### config.mk
export PLATFORM = sky130hd
export DESIGN_NAME = avmm_pio_master_flat
export DESIGN_NICKNAME = d
export VERILOG_FILES = /design/src/rtl/avmm_pio_pkg.sv /design/src/rtl/avmm_pio_master_if.sv /design/src/rtl/avmm_watchdog.sv /design/src/rtl/avmm_pio_master.sv /design/src/flat_wrapper.sv
export SDC_FILE = /design/constraint.sdc
export NUM_CORES = 1
export LEC_CHECK = 0
export ABC_AREA = 1
export CAP_MARGIN = 20
export CORE_UTILIZATION = 45
export CTS_BUF_LIST = sky130_fd_sc_hd__clkbuf_16
export DETAILED_ROUTE_END_ITERATION = 7
export GPL_ROUTABILITY_DRIVEN = 0
export PLACE_DENSITY = 0.84
export SLEW_MARGIN = 25
export SYNTH_ARGS = -nofsm -noshare
export SYNTH_HDL_FRONTEND = slang
export SYNTH_SLANG_ARGS = --single-unit
### constraint.sdc
create_clock -name clk -period 4.4 [get_ports clk]
set_clock_uncertainty 0.2 [all_clocks]
set_input_delay 1.32 -clock clk [delete_from_list [all_inputs] [get_ports clk]]
set_output_delay 1.32 -clock clk [all_outputs]
set_load 0.03 [all_outputs]
### src/rtl/avmm_pio_pkg.sv
// Shared definitions for the Avalon-MM PIO initiator: FSM state encoding,
// PIO register map and default widths.
package avmm_pio_pkg;

    localparam int unsigned DATA_W_DEFAULT = 32;

    // PIO slave register map; the remaining addresses are reserved.
    localparam logic [1:0] ADDR_CTRL = 2'b00;

    typedef enum logic [1:0] {
        IDLE  = 2'd0,
        BUS   = 2'd1,
        RWAIT = 2'd2,
        RESP  = 2'd3
    } state_e;

    // Bits needed to hold values 0..max_val (at least one bit).
    function automatic int unsigned cnt_width(input int unsigned max_val);
        return (max_val > 0) ? $clog2(max_val + 1) : 1;
    endfunction

endpackage

### src/rtl/avmm_pio_master_if.sv
// Command stream, Avalon-MM initiator and response stream signals of the
// PIO initiator. The master modport is the initiator's own view; the slave
// modport is the view of whatever drives commands and models the slave.
interface avmm_pio_master_if #(
    parameter int unsigned ADDR_W = 2,
    parameter int unsigned DATA_W = 32
) ();

    logic              cmd_valid;
    logic              cmd_ready;
    logic              cmd_write;
    logic [ADDR_W-1:0] cmd_address;
    logic [DATA_W-1:0] cmd_wdata;

    logic [ADDR_W-1:0] address;
    logic              read;
    logic              write;
    logic [DATA_W-1:0] writedata;
    logic              waitrequest;
    logic [DATA_W-1:0] readdata;

    logic              rsp_valid;
    logic              rsp_ready;
    logic [DATA_W-1:0] rsp_data;
    logic              rsp_err;

    modport master (
        input  cmd_valid, cmd_write, cmd_address, cmd_wdata,
        output cmd_ready,
        output address, read, write, writedata,
        input  waitrequest, readdata,
        output rsp_valid, rsp_data, rsp_err,
        input  rsp_ready
    );

    modport slave (
        output cmd_valid, cmd_write, cmd_address, cmd_wdata,
        input  cmd_ready,
        input  address, read, write, writedata,
        output waitrequest, readdata,
        input  rsp_valid, rsp_data, rsp_err,
        output rsp_ready
    );

endinterface

### src/rtl/avmm_watchdog.sv
// Saturating stall counter. Counts cycles with enable high, clears on clear.
// expired flags the cycle in which the LIMIT-th consecutive enabled cycle
// is being counted, so the caller can abort on the following edge.
module avmm_watchdog
    import avmm_pio_pkg::*;
#(
    parameter int unsigned LIMIT = 255
) (
    input  logic clk,
    input  logic reset,
    input  logic clear,
    input  logic enable,
    output logic expired
);

    localparam int unsigned CNT_W = cnt_width(LIMIT);

    logic [CNT_W-1:0] count_q;

    // Stall count: clear wins, saturates at LIMIT.
    always_ff @(posedge clk or posedge reset) begin
        if (reset) begin
            count_q <= '0;
        end else if (clear) begin
            count_q <= '0;
        end else if (enable && (count_q != CNT_W'(LIMIT))) begin
            count_q <= count_q + CNT_W'(1);
        end
    end

    assign expired = enable && (count_q == CNT_W'(LIMIT - 1));

endmodule

### src/rtl/avmm_pio_master.sv
// Avalon-MM initiator for the PIO slave. Accepts one read/write command at a
// time, runs a single-beat transfer honouring waitrequest and a fixed read
// latency, and returns the completion on a valid/ready response port.
// Optional waitrequest timeout: define AVMM_PIO_MASTER_TIMEOUT_EN.
module avmm_pio_master
    import avmm_pio_pkg::*;
#(
    parameter int unsigned ADDR_W         = 2,
    parameter int unsigned DATA_W         = DATA_W_DEFAULT,
    parameter int unsigned READ_LATENCY   = 1,
    parameter int unsigned TIMEOUT_CYCLES = 255
) (
    input logic               clk,
    input logic               reset,
    avmm_pio_master_if.master bus
);

    localparam int unsigned LAT_MAX  = (READ_LATENCY > 0) ? READ_LATENCY - 1 : 0;
    localparam int unsigned LAT_W    = cnt_width(LAT_MAX);
    localparam logic [LAT_W-1:0] LAT_LOAD = LAT_W'(LAT_MAX);

    if (READ_LATENCY > 7) begin : g_bad_latency
        $error("READ_LATENCY must be in 0..7");
    end
    if (TIMEOUT_CYCLES < 1) begin : g_bad_timeout
        $error("TIMEOUT_CYCLES must be at least 1");
    end

    state_e            state_q;
    logic [ADDR_W-1:0] addr_q;
    logic [DATA_W-1:0] wdata_q;
    logic              is_write_q;
    logic              read_q;
    logic              write_q;
    logic [LAT_W-1:0]  lat_cnt_q;
    logic              rsp_valid_q;
    logic [DATA_W-1:0] rsp_data_q;
    logic              rsp_err_q;
    logic              timeout;

`ifdef AVMM_PIO_MASTER_TIMEOUT_EN
    // Counter is held clear outside BUS, so it restarts on every BUS entry.
    avmm_watchdog #(
        .LIMIT (TIMEOUT_CYCLES)
    ) u_watchdog (
        .clk     (clk),
        .reset   (reset),
        .clear   (state_q != BUS),
        .enable  ((state_q == BUS) && bus.waitrequest),
        .expired (timeout)
    );
`else
    assign timeout = 1'b0;
`endif

    // Transfer sequencer; every bus-facing output is a register.
    always_ff @(posedge clk or posedge reset) begin
        if (reset) begin
            state_q     <= IDLE;
            addr_q      <= '0;
            wdata_q     <= '0;
            is_write_q  <= 1'b0;
            read_q      <= 1'b0;
            write_q     <= 1'b0;
            lat_cnt_q   <= '0;
            rsp_valid_q <= 1'b0;
            rsp_data_q  <= '0;
            rsp_err_q   <= 1'b0;
        end else begin
            case (state_q)
                IDLE: begin
                    if (bus.cmd_valid) begin
                        addr_q     <= bus.cmd_address;
                        wdata_q    <= bus.cmd_wdata;
                        is_write_q <= bus.cmd_write;
                        write_q    <= bus.cmd_write;
                        read_q     <= !bus.cmd_write;
                        state_q    <= BUS;
                    end
                end
                BUS: begin
                    if (timeout) begin
                        read_q      <= 1'b0;
                        write_q     <= 1'b0;
                        rsp_valid_q <= 1'b1;
                        rsp_data_q  <= '0;
                        rsp_err_q   <= 1'b1;
                        state_q     <= RESP;
                    end else if (!bus.waitrequest) begin
                        read_q  <= 1'b0;
                        write_q <= 1'b0;
                        if (is_write_q) begin
                            rsp_valid_q <= 1'b1;
                            rsp_data_q  <= '0;
                            rsp_err_q   <= 1'b0;
                            state_q     <= RESP;
                        end else if (READ_LATENCY == 0) begin
                            rsp_valid_q <= 1'b1;
                            rsp_data_q  <= bus.readdata;
                            rsp_err_q   <= 1'b0;
                            state_q     <= RESP;
                        end else begin
                            lat_cnt_q <= LAT_LOAD;
                            state_q   <= RWAIT;
                        end
                    end
                end
                RWAIT: begin
                    if (lat_cnt_q == '0) begin
                        rsp_valid_q <= 1'b1;
                        rsp_data_q  <= bus.readdata;
                        rsp_err_q   <= 1'b0;
                        state_q     <= RESP;
                    end else begin
                        lat_cnt_q <= lat_cnt_q - LAT_W'(1);
                    end
                end
                RESP: begin
                    if (bus.rsp_ready) begin
                        rsp_valid_q <= 1'b0;
                        state_q     <= IDLE;
                    end
                end
                default: state_q <= IDLE;
            endcase
        end
    end

    assign bus.cmd_ready = (state_q == IDLE);
    assign bus.address   = addr_q;
    assign bus.writedata = wdata_q;
    assign bus.read      = read_q;
    assign bus.write     = write_q;
    assign bus.rsp_valid = rsp_valid_q;
    assign bus.rsp_data  = rsp_data_q;
    assign bus.rsp_err   = rsp_err_q;

endmodule

### src/flat_wrapper.sv
// flat-port wrapper written by rule: the top's interface ports become plain ports
module avmm_pio_master_flat import avmm_pio_pkg::*;
#(
    parameter int unsigned ADDR_W         = 2,
    parameter int unsigned DATA_W         = DATA_W_DEFAULT,
    parameter int unsigned READ_LATENCY   = 1,
    parameter int unsigned TIMEOUT_CYCLES = 255
)
  (clk, reset, bus_cmd_valid, bus_cmd_write, bus_cmd_address, bus_cmd_wdata, bus_cmd_ready, bus_address, bus_read, bus_write, bus_writedata, bus_waitrequest, bus_readdata, bus_rsp_valid, bus_rsp_data, bus_rsp_err, bus_rsp_ready);
  avmm_pio_master_if #(.ADDR_W(ADDR_W), .DATA_W(DATA_W)) bus_i ();
  input logic clk;
  input logic reset;
  input wire logic [$bits(bus_i.cmd_valid)-1:0] bus_cmd_valid;
  input wire logic [$bits(bus_i.cmd_write)-1:0] bus_cmd_write;
  input wire logic [$bits(bus_i.cmd_address)-1:0] bus_cmd_address;
  input wire logic [$bits(bus_i.cmd_wdata)-1:0] bus_cmd_wdata;
  output wire logic [$bits(bus_i.cmd_ready)-1:0] bus_cmd_ready;
  output wire logic [$bits(bus_i.address)-1:0] bus_address;
  output wire logic [$bits(bus_i.read)-1:0] bus_read;
  output wire logic [$bits(bus_i.write)-1:0] bus_write;
  output wire logic [$bits(bus_i.writedata)-1:0] bus_writedata;
  input wire logic [$bits(bus_i.waitrequest)-1:0] bus_waitrequest;
  input wire logic [$bits(bus_i.readdata)-1:0] bus_readdata;
  output wire logic [$bits(bus_i.rsp_valid)-1:0] bus_rsp_valid;
  output wire logic [$bits(bus_i.rsp_data)-1:0] bus_rsp_data;
  output wire logic [$bits(bus_i.rsp_err)-1:0] bus_rsp_err;
  input wire logic [$bits(bus_i.rsp_ready)-1:0] bus_rsp_ready;
  assign bus_i.cmd_valid = bus_cmd_valid;
  assign bus_i.cmd_write = bus_cmd_write;
  assign bus_i.cmd_address = bus_cmd_address;
  assign bus_i.cmd_wdata = bus_cmd_wdata;
  assign bus_cmd_ready = bus_i.cmd_ready;
  assign bus_address = bus_i.address;
  assign bus_read = bus_i.read;
  assign bus_write = bus_i.write;
  assign bus_writedata = bus_i.writedata;
  assign bus_i.waitrequest = bus_waitrequest;
  assign bus_i.readdata = bus_readdata;
  assign bus_rsp_valid = bus_i.rsp_valid;
  assign bus_rsp_data = bus_i.rsp_data;
  assign bus_rsp_err = bus_i.rsp_err;
  assign bus_i.rsp_ready = bus_rsp_ready;
  avmm_pio_master #(.ADDR_W(ADDR_W), .DATA_W(DATA_W), .READ_LATENCY(READ_LATENCY), .TIMEOUT_CYCLES(TIMEOUT_CYCLES)) u_core (.clk(clk), .reset(reset), .bus(bus_i));
endmodule
==> metrics.md <==
| Metric | Value |
|---|---|
| Status | `complete, no violations` |
| Syn Inst Count | `344` |
| Sink Count | `72` |
| Crit path max-delay cell type | `clkdlybuf4s50_1` |
| Placed cells | `566` |
| Crit path max-delay family | `buffers and inverters` |
| CTS hold repair buffers | `0` |
| Post CTS Setup Buffer Count | `0` |
| Leak | `2.40 nW` |
| Root buffer cell | `clkbuf_16` |
| Worst-path clk slew | `0.06 ns` |
| Critical path type | `register to output pin` |
| Minimum clock period | `3.33 ns` |
| Total routed wirelength | `7650 µm` |
| Yosys warns | `0` |
| Placed cell area | `4620 µm²` |
| Crit Path Max Fanout | `6` |
| ANT cells | `0` |
| Total GRT Usage | `22.1%` |
| #FFs+latches synth | `72` |
| Die Area | `7450 µm²` |
| WP buf/inv | `2` |
| Initial cell density of the core | `46.8%` |
| Final Non-Filler Cells | `582` |
| Setup Viol. Count Final | `0` |
| Max_cap viols | `0` |
| Vias | `2722` |
| Rows | `30` |
| Fraction of the yosys area taken by sequential cells | `56.3%` |
| Max stage delay on crit path | `0.68 ns` |
| Most frequent cells in the layout | `clkdlybuf4s50_1, nand2_1, dfrtp_1` |
| CORE AREA | `6830 µm²` |
| TritonCTS clock tree | `yes` |
| Share of the synthesized area in the top cell type | `56.3%` |
| Io pins | `143` |
| Per-cell routed wire length | `13.1 µm` |
| P&R area growth vs syn | `52.8%` |
| # port buffers | `141` |
| RSZ-0062 raised after global routing | `false` |
| Worst-Skew Late Latency | `0.32 ns` |
| Largest cells by area after synthesis | `dfrtp_1, nand2_1, o21ai_2, nand3_1, inv_1` |
| Max-slew violation count | `0` |
| First-pass GRT wire length | `12600 µm` |
| Die Wd | `86.3 µm` |
| Synth area leader | `dfrtp_1` |
| Crit path DAT | `1.81 ns` |
| Final TNS setup | `0 ns` |
| CTS Buffer Depth | `2` |
| Worst vdd ir | `0.560 mV` |
| Rel. slew slack | `53.6%` |
| Avg Synthesized Cell Area | `9.30 µm²` |
| Mapped cell area | `3200 µm²` |
| F_max | `300 MHz` |
| Min-Delay Path Class | `register to register` |
| Grt total ovfl | `0` |
| DRT antenna net count | `0` |
| CP startpoint kind | `register` |
| Residual DRC count | `0` |
| Inserted Clock Buffers | `9` |
| DRT iter0 DRCs | `142` |
| Die Y | `86.3 µm` |
| Required time of the critical path | `2.88 ns` |
| Share of cells above drive strength 1 | `10.9%` |
| Total power | `3.76 mW` |
| Fin nets | `559` |
| CTS H-tree lvls | `3` |
| Net count after synthesis | `422` |
| DRT Pass-1 Iters | `5` |
| Layout Utilization | `71.6%` |
| Largest net degree at the start of global routing | `41` |
| Yosys cell types | `15` |
| Initial antenna violation count | `0` |
| Final Cell Area | `4890 µm²` |
| Number of global-route vias before repair | `2710` |
| Pwr dens | `768 nW/µm²` |
| Routed vias/inst | `4.68` |
| Worst path cell trace | `inv_1, ha_1, clkdlybuf4s50_1` |
| Post-DP HPWL | `5600 µm` |
| Final period util | `75.6%` |
| Final Hold Vio Count | `0` |
| Post_cts resized | `0` |
| Most common cell after layout, fill and taps aside | `clkdlybuf4s50_1` |
| Least-Margin Pin Slew | `0.695 ns` |
| # fillers | `541` |
| CP Capture Type | `output pin` |
final timing paths:
path | depth (start not counted) | slack [ns] | to | from
worst max register to register | 5 | 2.20 | u_core.is_write_q | u_core.state_q[0]
worst min register to register | 2 | 0.26 | u_core.bus.writedata[23] | u_core.bus.writedata[23]
max in group asynchronous | 3 | 2.12 | u_core.bus.writedata[8] | reset
min in group asynchronous | 2 | 1.22 | u_core.bus.rsp_data[16] | reset
worst min-delay path | 2 | 0.26 | u_core.bus.writedata[23] | u_core.bus.writedata[23]
worst max-delay path | 3 | 1.07 | bus_cmd_ready | u_core.state_q[0]
Yosys cell counts:
| cell | count |
|---|---|
| inv_1 | 45 |
| buf_6 | 6 |
| o21ai_2 | 30 |
| nand2_4 | 1 |
| nand2_1 | 121 |
| ha_1 | 6 |
| nand3_4 | 2 |
| nand2_2 | 3 |
| conb_1 | 1 |
| nand4_1 | 1 |
| dfrtp_1 | 72 |
| buf_4 | 6 |
| buf_2 | 6 |
| o21ai_0 | 5 |
| nand3_1 | 39 |
layer usage:
layer | global-route usage [%] | routed length (µm) | up-vias
li1 | - | - | 1335
met1 | 26.3 | 3080 | 1290
met2 | 38.2 | 4050 | 78
met3 | 3.62 | 264 | 19
met4 | 12.0 | 245 | 0
met5 | 0 | 0 | -
sequential cells by signal, indices dropped and copies added, names as in the netlist:
signal / cells
u_core.bus.address: 2
u_core.bus.read: 1
u_core.bus.rsp_data: 32
u_core.bus.rsp_valid: 1
u_core.bus.write: 1
u_core.bus.writedata: 32
u_core.is_write_q: 1
u_core.state_q: 2
cell families after synthesis:
group	after synthesis	share of synthesized area (%)
other cells	1	0.117
fa+ha+maj	6	2.35
buf+inv	63	9.73
simple gates	167	22.5
compound gates	35	8.99
flops	72	56.3
worst register-to-register path: stages (launching register included):
cell	delay, ns
dfrtp_1	0.45
inv_1	0.15
ha_1	0.16
buf_4	0.33
nand2_2	0.48
o21ai_0	0.33
report_power, final:
part	internal (mW)	total, mW	switching, mW
clock network	0.375	0.630	0.256
logic	0.774	2.01	1.24
registers	0.954	1.12	0.162
total	2.10	3.76	1.65
metrics by stage:
stage / hold WS [ns] / worst slack [ns]
final: 0.265 / 1.07
after global routing: 0.296 / 0.979
after CTS: 0.270 / 1.05
after detailed placement: 0.257 / 1.20
after global placement: 0.254 / 1.24
after floorplan: 0.275 / 1.06
cell type report:
class,instances,area [µm²],area share [%]
Clock buffer,9,225,4.61
Clock inverter,7,40.0,0.819
Inverter,45,169,3.45
Multi-Input combinational cell,209,1090,22.2
Sequential cell,72,1800,36.8
Tap cell,96,120,2.46
Timing Repair Buffer,144,1450,29.6
Power figures use the tool's default switching activity.
